File: src/rtl/uart_chip_emu_if.sv
// Host bus and serial pins of the UART chip emulator.
// master is the host/line side, slave is the UART.
interface uart_chip_emu_if;
  logic       rdn;
  logic       wrn;
  logic [7:0] data_in;
  logic [7:0] data_out;
  logic       data_oe;
  logic       data_ready;
  logic       tbre;
  logic       tsre;
  logic       txd;
  logic       rxd;
  logic       overrun;
  logic       frame_err;

  modport master (
    output rdn, wrn, data_in, rxd,
    input  data_out, data_oe, data_ready,
    input  tbre, tsre, txd, overrun, frame_err
  );

  modport slave (
    input  rdn, wrn, data_in, rxd,
    output data_out, data_oe, data_ready,
    output tbre, tsre, txd, overrun, frame_err
  );
endinterface

File: src/rtl/uart_chip_emu.sv
// Emulation of a strobe-driven UART chip: one-byte THR/RBR,
// 8N1 framing, mid-bit receive sampling.
module uart_chip_emu #(
  parameter int CLKS_PER_BIT = 434
) (
  input logic            clk,
  input logic            rst,
  uart_chip_emu_if.slave bus
);

  localparam logic [15:0] BIT_LAST  = 16'(CLKS_PER_BIT - 1);
  localparam logic [15:0] HALF_LAST = 16'(CLKS_PER_BIT / 2 - 1);

  typedef enum logic [1:0] {
    IDLE,
    START,
    DATA,
    STOP
  } st_t;

  logic       rdn_q;
  logic       wrn_q;
  logic       rd_edge;
  logic       wr_edge;

  logic [7:0] thr;
  logic       thr_full;
  logic [7:0] rbr;
  logic [7:0] rbr_d;
  logic       rbr_ld;
  logic [7:0] hold;
  logic       ready;
  logic       ovr;
  logic       ferr;

  st_t        tx_st;
  st_t        tx_nx;
  logic [15:0] tx_cnt;
  logic [2:0] tx_bit;
  logic [7:0] tx_sh;
  logic       tx_load;
  logic       tx_tick;

  logic       rx_s1;
  logic       rx_s2;
  logic       rx_prev;
  st_t        rx_st;
  st_t        rx_nx;
  logic [15:0] rx_cnt;
  logic [2:0] rx_bit;
  logic [7:0] rx_sh;
  logic       rx_tick;
  logic       stop_ok;
  logic       stop_bad;

  assign rd_edge = !rdn_q && bus.rdn;
  assign wr_edge = !wrn_q && bus.wrn;

  assign bus.data_oe    = !bus.rdn;
  assign bus.data_out   = hold;
  assign bus.data_ready = ready;
  assign bus.overrun    = ovr;
  assign bus.frame_err  = ferr;
  assign bus.tbre       = !thr_full;
  assign bus.tsre       = (tx_st == IDLE) && !thr_full;
  assign bus.txd        = (tx_st == START) ? 1'b0 :
                          (tx_st == DATA)  ? tx_sh[0] : 1'b1;

  assign tx_tick = (tx_cnt == BIT_LAST);

  always_comb begin
    tx_nx   = tx_st;
    tx_load = 1'b0;
    unique case (tx_st)
      IDLE: begin
        if (thr_full) begin
          tx_nx   = START;
          tx_load = 1'b1;
        end
      end
      START: if (tx_tick) tx_nx = DATA;
      DATA: if (tx_tick && tx_bit == 3'd7) tx_nx = STOP;
      STOP: begin
        if (tx_tick) begin
          if (thr_full) begin
            tx_nx   = START;
            tx_load = 1'b1;
          end else begin
            tx_nx = IDLE;
          end
        end
      end
      default: tx_nx = IDLE;
    endcase
  end

  assign rx_tick = (rx_st == START) ? (rx_cnt == HALF_LAST)
                                    : (rx_cnt == BIT_LAST);

  always_comb begin
    rx_nx = rx_st;
    unique case (rx_st)
      IDLE: if (rx_prev && !rx_s2) rx_nx = START;
      START: if (rx_tick) rx_nx = rx_s2 ? IDLE : DATA;
      DATA: if (rx_tick && rx_bit == 3'd7) rx_nx = STOP;
      STOP: if (rx_tick) rx_nx = IDLE;
      default: rx_nx = IDLE;
    endcase
  end

  assign stop_ok  = (rx_st == STOP) && rx_tick && rx_s2;
  assign stop_bad = (rx_st == STOP) && rx_tick && !rx_s2;
  assign rbr_ld   = stop_ok && !ready;
  assign rbr_d    = rbr_ld ? rx_sh : rbr;

  always_ff @(posedge clk) begin
    if (!rst) begin
      rdn_q    <= 1'b1;
      wrn_q    <= 1'b1;
      thr      <= '0;
      thr_full <= 1'b0;
      tx_st    <= IDLE;
      tx_cnt   <= '0;
      tx_bit   <= '0;
      tx_sh    <= '0;
    end else begin
      rdn_q <= bus.rdn;
      wrn_q <= bus.wrn;
      tx_st <= tx_nx;
      if (tx_nx != tx_st || tx_tick || tx_st == IDLE)
        tx_cnt <= '0;
      else
        tx_cnt <= tx_cnt + 16'd1;
      if (tx_load) begin
        thr_full <= 1'b0;
        tx_sh    <= thr;
        tx_bit   <= '0;
      end else begin
        if (wr_edge && !thr_full) begin
          thr      <= bus.data_in;
          thr_full <= 1'b1;
        end
        if (tx_st == DATA && tx_tick) begin
          tx_sh  <= {1'b0, tx_sh[7:1]};
          tx_bit <= tx_bit + 3'd1;
        end
      end
    end
  end

  always_ff @(posedge clk) begin
    if (!rst) begin
      rx_s1   <= 1'b1;
      rx_s2   <= 1'b1;
      rx_prev <= 1'b1;
      rx_st   <= IDLE;
      rx_cnt  <= '0;
      rx_bit  <= '0;
      rx_sh   <= '0;
      rbr     <= '0;
      hold    <= '0;
      ready   <= 1'b0;
      ovr     <= 1'b0;
      ferr    <= 1'b0;
    end else begin
      rx_s1   <= bus.rxd;
      rx_s2   <= rx_s1;
      rx_prev <= rx_s2;
      rx_st   <= rx_nx;
      if (rx_nx != rx_st || rx_tick || rx_st == IDLE)
        rx_cnt <= '0;
      else
        rx_cnt <= rx_cnt + 16'd1;
      if (rx_st == IDLE) begin
        rx_bit <= '0;
      end else if (rx_st == DATA && rx_tick) begin
        rx_sh  <= {rx_s2, rx_sh[7:1]};
        rx_bit <= rx_bit + 3'd1;
      end
      // a load on the same edge as a read overrides the clear
      if (rd_edge) begin
        ready <= 1'b0;
        ovr   <= 1'b0;
      end
      if (rbr_ld) begin
        rbr   <= rx_sh;
        ready <= 1'b1;
      end else if (stop_ok) begin
        ovr <= 1'b1;
      end
      ferr <= stop_bad;
      // output byte is frozen while the host holds rdn low
      if (bus.rdn)
        hold <= rbr_d;
    end
  end

endmodule
File: src/flat_wrapper.sv
// flat-port wrapper written by rule: the top's interface ports become plain ports
module uart_chip_emu_flat 
#(
  parameter int CLKS_PER_BIT = 434
)
  (clk, rst, bus_rdn, bus_wrn, bus_data_in, bus_rxd, bus_data_out, bus_data_oe, bus_data_ready, bus_tbre, bus_tsre, bus_txd, bus_overrun, bus_frame_err);
  uart_chip_emu_if bus_i ();
  input logic clk;
  input logic rst;
  input wire logic [$bits(bus_i.rdn)-1:0] bus_rdn;
  input wire logic [$bits(bus_i.wrn)-1:0] bus_wrn;
  input wire logic [$bits(bus_i.data_in)-1:0] bus_data_in;
  input wire logic [$bits(bus_i.rxd)-1:0] bus_rxd;
  output wire logic [$bits(bus_i.data_out)-1:0] bus_data_out;
  output wire logic [$bits(bus_i.data_oe)-1:0] bus_data_oe;
  output wire logic [$bits(bus_i.data_ready)-1:0] bus_data_ready;
  output wire logic [$bits(bus_i.tbre)-1:0] bus_tbre;
  output wire logic [$bits(bus_i.tsre)-1:0] bus_tsre;
  output wire logic [$bits(bus_i.txd)-1:0] bus_txd;
  output wire logic [$bits(bus_i.overrun)-1:0] bus_overrun;
  output wire logic [$bits(bus_i.frame_err)-1:0] bus_frame_err;
  assign bus_i.rdn = bus_rdn;
  assign bus_i.wrn = bus_wrn;
  assign bus_i.data_in = bus_data_in;
  assign bus_i.rxd = bus_rxd;
  assign bus_data_out = bus_i.data_out;
  assign bus_data_oe = bus_i.data_oe;
  assign bus_data_ready = bus_i.data_ready;
  assign bus_tbre = bus_i.tbre;
  assign bus_tsre = bus_i.tsre;
  assign bus_txd = bus_i.txd;
  assign bus_overrun = bus_i.overrun;
  assign bus_frame_err = bus_i.frame_err;
  uart_chip_emu #(.CLKS_PER_BIT(CLKS_PER_BIT)) u_core (.clk(clk), .rst(rst), .bus(bus_i));
endmodule
File: config.mk
export PLATFORM = sky130hd
export DESIGN_NAME = uart_chip_emu_flat
export DESIGN_NICKNAME = d
export VERILOG_FILES = /design/src/rtl/uart_chip_emu_if.sv /design/src/rtl/uart_chip_emu.sv /design/src/flat_wrapper.sv
export SDC_FILE = /design/constraint.sdc
export NUM_CORES = 1
export LEC_CHECK = 0
export CELL_PAD_IN_SITES_DETAIL_PLACEMENT = 0
export CELL_PAD_IN_SITES_GLOBAL_PLACEMENT = 1
export CORE_ASPECT_RATIO = 1.4
export CORE_MARGIN = 3
export CORE_UTILIZATION = 25
export CTS_BUF_LIST = sky130_fd_sc_hd__clkbuf_8
export DETAILED_ROUTE_END_ITERATION = 16
export GPL_TIMING_DRIVEN = 0
export PLACE_DENSITY = 0.45
export SLEW_MARGIN = 20
export SYNTH_ARGS = -nofsm -noshare
export SYNTH_HDL_FRONTEND = slang
export SYNTH_SLANG_ARGS = --single-unit
export TNS_END_PERCENT = 1
File: constraint.sdc
create_clock -name clk -period 3.9 [get_ports clk]
set_input_delay 0.585 -clock clk [delete_from_list [all_inputs] [get_ports clk]]
set_output_delay 0.585 -clock clk [all_outputs]
set_load 0.02 [all_outputs]
## Word level (Yosys, flattened, before mapping)

Cells that the tools add are included.

- Bits of input ports: 13
- Bits in read-only memories: 0
- Bits in latches: 0
- Output and inout bits: 15
- Register bits after elaboration: 91
- Memory bits (writable): 0
- Memories: 0

- Order comparisons: 0
- Bitwise operators: 3
- Shifts and indexed selects: 0
- Reduce and logical (&&, ||, !) cells: 33
- $add $sub $neg: 4
- Div/mod/pow operators: 0
- Eq/ne operators: 13
- Mux-type cells: 26
- $mul: 0

Operators with widths:

| operator | count |
|---|---|
| adder 16 x 1 -> 16 bit, second input constant | 2 |
| == test 16 x 9 -> 1 bit, second input constant | 2 |
| 2-to-1 mux 8 bit | 3 |
| 2-to-1 mux 2 bit | 9 |
| == test 16 x 8 -> 1 bit, second input constant | 1 |
| case mux 2 bit (4 select lines) | 2 |
| logical AND 1 bit | 13 |
| 2-to-1 mux 1 bit | 11 |
| == test 2 bit, second input constant | 4 |
| OR reduction 2 bit | 4 |
| adder 3 x 1 -> 3 bit, second input constant | 2 |
| == test 3 bit, second input constant | 2 |
| logical NOT 1 bit | 6 |
| == test 2 x 1 -> 1 bit, second input constant | 2 |
| logical NOT 2 bit | 2 |
| logical OR 1 bit | 4 |
| != test 2 bit | 2 |
| AND reduction 2 bit | 2 |
| nonzero test 2 bit | 2 |
| inverter 1 bit | 3 |
| case mux 1 bit (2 select lines) | 1 |

## Logic depth before layout (Yosys ltp)

- Depth in word-level cells: 9
- Gate-level depth with buffers: 8
- Gate-level depth less buffers: 7

## Worst setup path after synthesis

No wires, ideal clock.

- Kind: reg-to-reg
- From: register u_core.rx_st[0]
- To: register u_core.rx_sh[0]
- Path buffers: 1
- Data arrival time: 1.858 ns
- Path slack: 1.970 ns
- Setup time: 0.072 ns
- Clock period less this slack: 1.930 ns
- Cell stages (with the launch flop): 7
- Path through: dfxtp_1 -> nand2b_2 -> or4_4 -> a211oi_4 -> and3b_1 -> buf_6 -> mux2i_1

- Cells in the longest elaborated chain, start to end: 4
- Elaborated cells between the ends (all ways): 7
- Classes of those cells: eq/ne (2); mux (1); bitwise (1); reduce/logical (3)

RTL lines:

| what | line | text |
|---|---|---|
| from (decl) | uart_chip_emu.sv:47 | `st_t rx_st;` |
| from (signal assigned) | uart_chip_emu.sv:169 | `rx_st <= rx_nx;` |
| == test 2 x 1 -> 1 bit | uart_chip_emu.sv:97 | `assign rx_tick = (rx_st == START) ? (rx_cnt == HALF_LAST)` |
| 2-to-1 mux 1 bit | uart_chip_emu.sv:97 |  |
| logical AND 1 bit | uart_chip_emu.sv:176 | `end else if (rx_st == DATA && rx_tick) begin` |
| AND reduction 2 bit (no source line) (*) | - |  |
| to (signal assigned) | uart_chip_emu.sv:177 | `rx_sh <= {rx_s2, rx_sh[7:1]};` |
| to (decl) | uart_chip_emu.sv:51 | `logic [7:0] rx_sh;` |

Every way passes the cells marked *; elsewhere a longest branch is shown, timed or not.
A chain may end at the register's enable or synchronous reset.

## Worst setup path in the final report

- From: register u_core.tx_st[0]
- To: output port bus_txd

- Cells in the longest elaborated chain, start to end: 3
- Elaborated cells between the ends (all ways): 4
- Classes of those cells: eq/ne (2); mux (2)

RTL lines:

| what | line | text |
|---|---|---|
| from (decl) | uart_chip_emu.sv:36 | `st_t tx_st;` |
| from (signal assigned) | uart_chip_emu.sv:129 | `tx_st <= tx_nx;` |
| == test 2 bit | uart_chip_emu.sv:67 | `(tx_st == DATA) ? tx_sh[0] : 1'b1;` |
| 2-to-1 mux 1 bit | uart_chip_emu.sv:67 |  |
| 2-to-1 mux 1 bit (*) | uart_chip_emu.sv:66 | `assign bus.txd = (tx_st == START) ? 1'b0 :` |
| to (decl) | flat_wrapper.sv:19 | `output wire logic [$bits(bus_i.txd)-1:0] bus_txd;` |

Marks and branches as above.

==> metrics.yaml <==
synth.avg_cell_area_um2: 9.24
gp_congestion: 0.697
worstSkewPairLatency_ns: 0.37
antenna_left: 0
grt_max_degree: 19
cts_setup_buffers: 0
hold_violations: 0
fin_crit_sh: 0.724
ios: 28
ys_seq_elements: 91
drt_iter0_drc: 74
dieArea_um2: 17100
viasPerCell: 4.48
grt_setup_unrepaired: "false"
synth_top_cells_by_count: "91 x dfxtp_1, 61 x nor2_1, 31 x nand2_1"
n_antenna_cell: 0
synth_top_area_cell: "dfxtp_1"
hpwlAfterDp_mm: 6.22
grtUsageTotal: 0.104
tightest_slew_ns: 0.773
synth_most_common_cell: "dfxtp_1"
clock_sinks: 91
reg2regPathDepth: 8
power_density_nw_per_um2: 369
grt_pass1_vias: 2915
syn_inst: 422
ir_drop_mv: 0.135
crit_arrival_ns: 2.24
period_minus_slack_ns: 2.83
regArea_um2: 1820
relSlewSlack: 0.485
final_nets: 484
syn-num-nets: 447
area_growth_pct: 17.7
synth_edf_count: 0
nFillCells: 1657
grt-ovfl-total: 0
reg2reg_to: "u_core.tx_bit[1]$_SDFFE_PP0P_"
drv_cap: 0
cts_buffers: 9
crit_path_start: "u_core.tx_st[0]$_SDFF_PN0_"
routed_wl_mm: 8.57
r2r_start: "u_core.tx_cnt[1]$_SDFF_PP0_"
cp-start-kind: "register"
report.final.slew_viol_count: 0
wl_per_cell_um: 13.1
drc_errors: 0
critical_path.endpoint: "bus_txd"
ys.warnings.count: 0
path_class: "register to output port"
syn_area_um2: 3900
max_stage_delay_ns: 0.62
postPlaceCellArea_um2: 4400
holdCritPathClass: "register to register"
setup-violations-final: 0
fin_setup_tns_ns: 0
clk_pin_slew_ns: 0.11
path_cells: "inv_1, ha_1, clkbuf_1, a21oi_1, clkdlybuf4s50_1"
vias: 2936
endpoint_kind: "output port"
netlist.area_leader.share: 0.467
cp_max_fo: 10
die_w_um: 112
initial_core_util: 0.258
crit_required_ns: 3.31
dr.pass1.iters: 4
post_cts_resized: 0
io_buffers: 26
multi_input_area_um2: 1940
yosysSeqAreaShare: 0.467
cts.htree.levels: 3
drive_gt1_frac: 0.0625
ys_async_sr_fraction: 0
cts_tree: "built"
die_y_um: 154
root_buffer: "clkbuf_8"
fp-row-count: 53
postCtsHoldBufs: 0
status: "finished, final reports clean"
clock_skew_ns: 0.0159
fmax_mhz: 354
ys.flop_type: "dfxtp_1"
grt_pass1_wl_mm: 14.7
critical-path-slowest-cell: "clkdlybuf4s50_1"
yosys-top-cells-area: "dfxtp_1 47%, mux2i_1 6.7%, nor2_1 5.9%"
finalInstanceArea_um2: 4590
leakage_uw: 0.00159
antenna_found_initial: 0
synthDistinctLibCells: 41
timing.reg2reg.setup_slack_ns: 1.57
core_area_um2: 15100
cts_max_path_buffers: 2
[per-layer routing]
layer	share of wire	GRT usage	vias up
li1	-	-	1529
met3	0.030	0.0236	7
met4	0.013	0.0365	0
met5	0	0	-
met1	0.47	0.128	1364
met2	0.49	0.179	36
[where the power goes]
group / total [µW] / internal, µW / switching (µW)
Combinational: 99.4 / 46.9 / 52.6
Clock: 635 / 249 / 386
Sequential: 956 / 945 / 11.0
[cells in the final DEF, fill, tap and decap left out, types with 13 or more instances in the layout]
cell and n:
o21ai_0 19, nor2b_1 20, xnor2_1 19, clkdlybuf4s50_1 26
dfxtp_1 91, mux2i_1 26, a21oi_1 16, nand4_1 13
inv_1 13, nor2_1 61, nand2_1 31
[stage by stage]
stage          std cells  setup WS, ns   util  hold slack, ns  power [µW]
2_1_floorplan        422          1.97      -           0.386        1030
3_3_place_gp         640          1.36  0.291           0.394        1080
3_5_place_dp         640          1.37  0.291           0.393        1080
4_1_cts              656          1.02  0.303           0.418        1730
5_1_grt              656         0.924  0.303           0.446        1780
6_report             656          1.07  0.303           0.413        1690
[sequential cells by signal (all words and copies together) (netlist names)]
| signal | count |
|---|---|
| u_core.rbr | 8 |
| u_core.rx_sh | 8 |
| u_core.bus.data_ready | 1 |
| u_core.tx_sh | 8 |
| u_core.bus.data_out | 8 |
| u_core.rx_prev | 1 |
| u_core.rx_s2 | 1 |
| u_core.tx_st | 2 |
| u_core.wrn_q | 1 |
| u_core.thr_full | 1 |
| u_core.rx_bit | 3 |
| u_core.thr | 8 |
| u_core.rdn_q | 1 |
| u_core.tx_bit | 3 |
| u_core.rx_s1 | 1 |
| u_core.rx_cnt | 16 |
| u_core.bus.overrun | 1 |
| u_core.tx_cnt | 16 |
| u_core.rx_st | 2 |
| u_core.bus.frame_err | 1 |
[how the worst min path moves through the flow]
stage | start | endpoint | slack [ns] | cells past startpoint
finish | u_core.rx_s1$_SDFF_PN1_ | u_core.rx_s2$_SDFF_PN1_ | 0.41 | 1
CTS | u_core.rx_s1$_SDFF_PN1_ | u_core.rx_s2$_SDFF_PN1_ | 0.42 | 1
global route | u_core.rx_s1$_SDFF_PN1_ | u_core.rx_s2$_SDFF_PN1_ | 0.45 | 1
global placement | u_core.rx_s1$_SDFF_PN1_ | u_core.rx_s2$_SDFF_PN1_ | 0.39 | 1
detailed placement | u_core.rx_s1$_SDFF_PN1_ | u_core.rx_s2$_SDFF_PN1_ | 0.39 | 1
floorplan | u_core.rx_s1$_SDFF_PN1_ | u_core.rx_s2$_SDFF_PN1_ | 0.39 | 1
[cell families after synthesis]
logic type | Yosys count | share of synthesized area
simple gates | 178 | 0.232
xor+xnor | 30 | 0.0674
mux | 26 | 0.0668
compound gates | 55 | 0.0921
fa+ha+maj | 12 | 0.0385
flops | 91 | 0.467
buf+inv | 30 | 0.0353
[worst max-delay path, delay by kind of cell, from the launching register on]
| kind | cells | cell delay [ns] |
|---|---|---|
| adder cells (fa/ha/maj) | 1 | 0.24 |
| AO/OA/AOI/OAI | 1 | 0.20 |
| buffers and inverters | 3 | 0.99 |
| flip-flops | 1 | 0.44 |
[area by class of cell]
class	count	area share
inverter	13	0.0106
sequential	91	0.397
tap	192	0.0524
multi-input combinational	301	0.423
clock buffer	9	0.0270
buffer	17	0.0194
timing repair buffer	26	0.0567
clock inverter	7	0.0142
(Power assumes the default switching activity.)
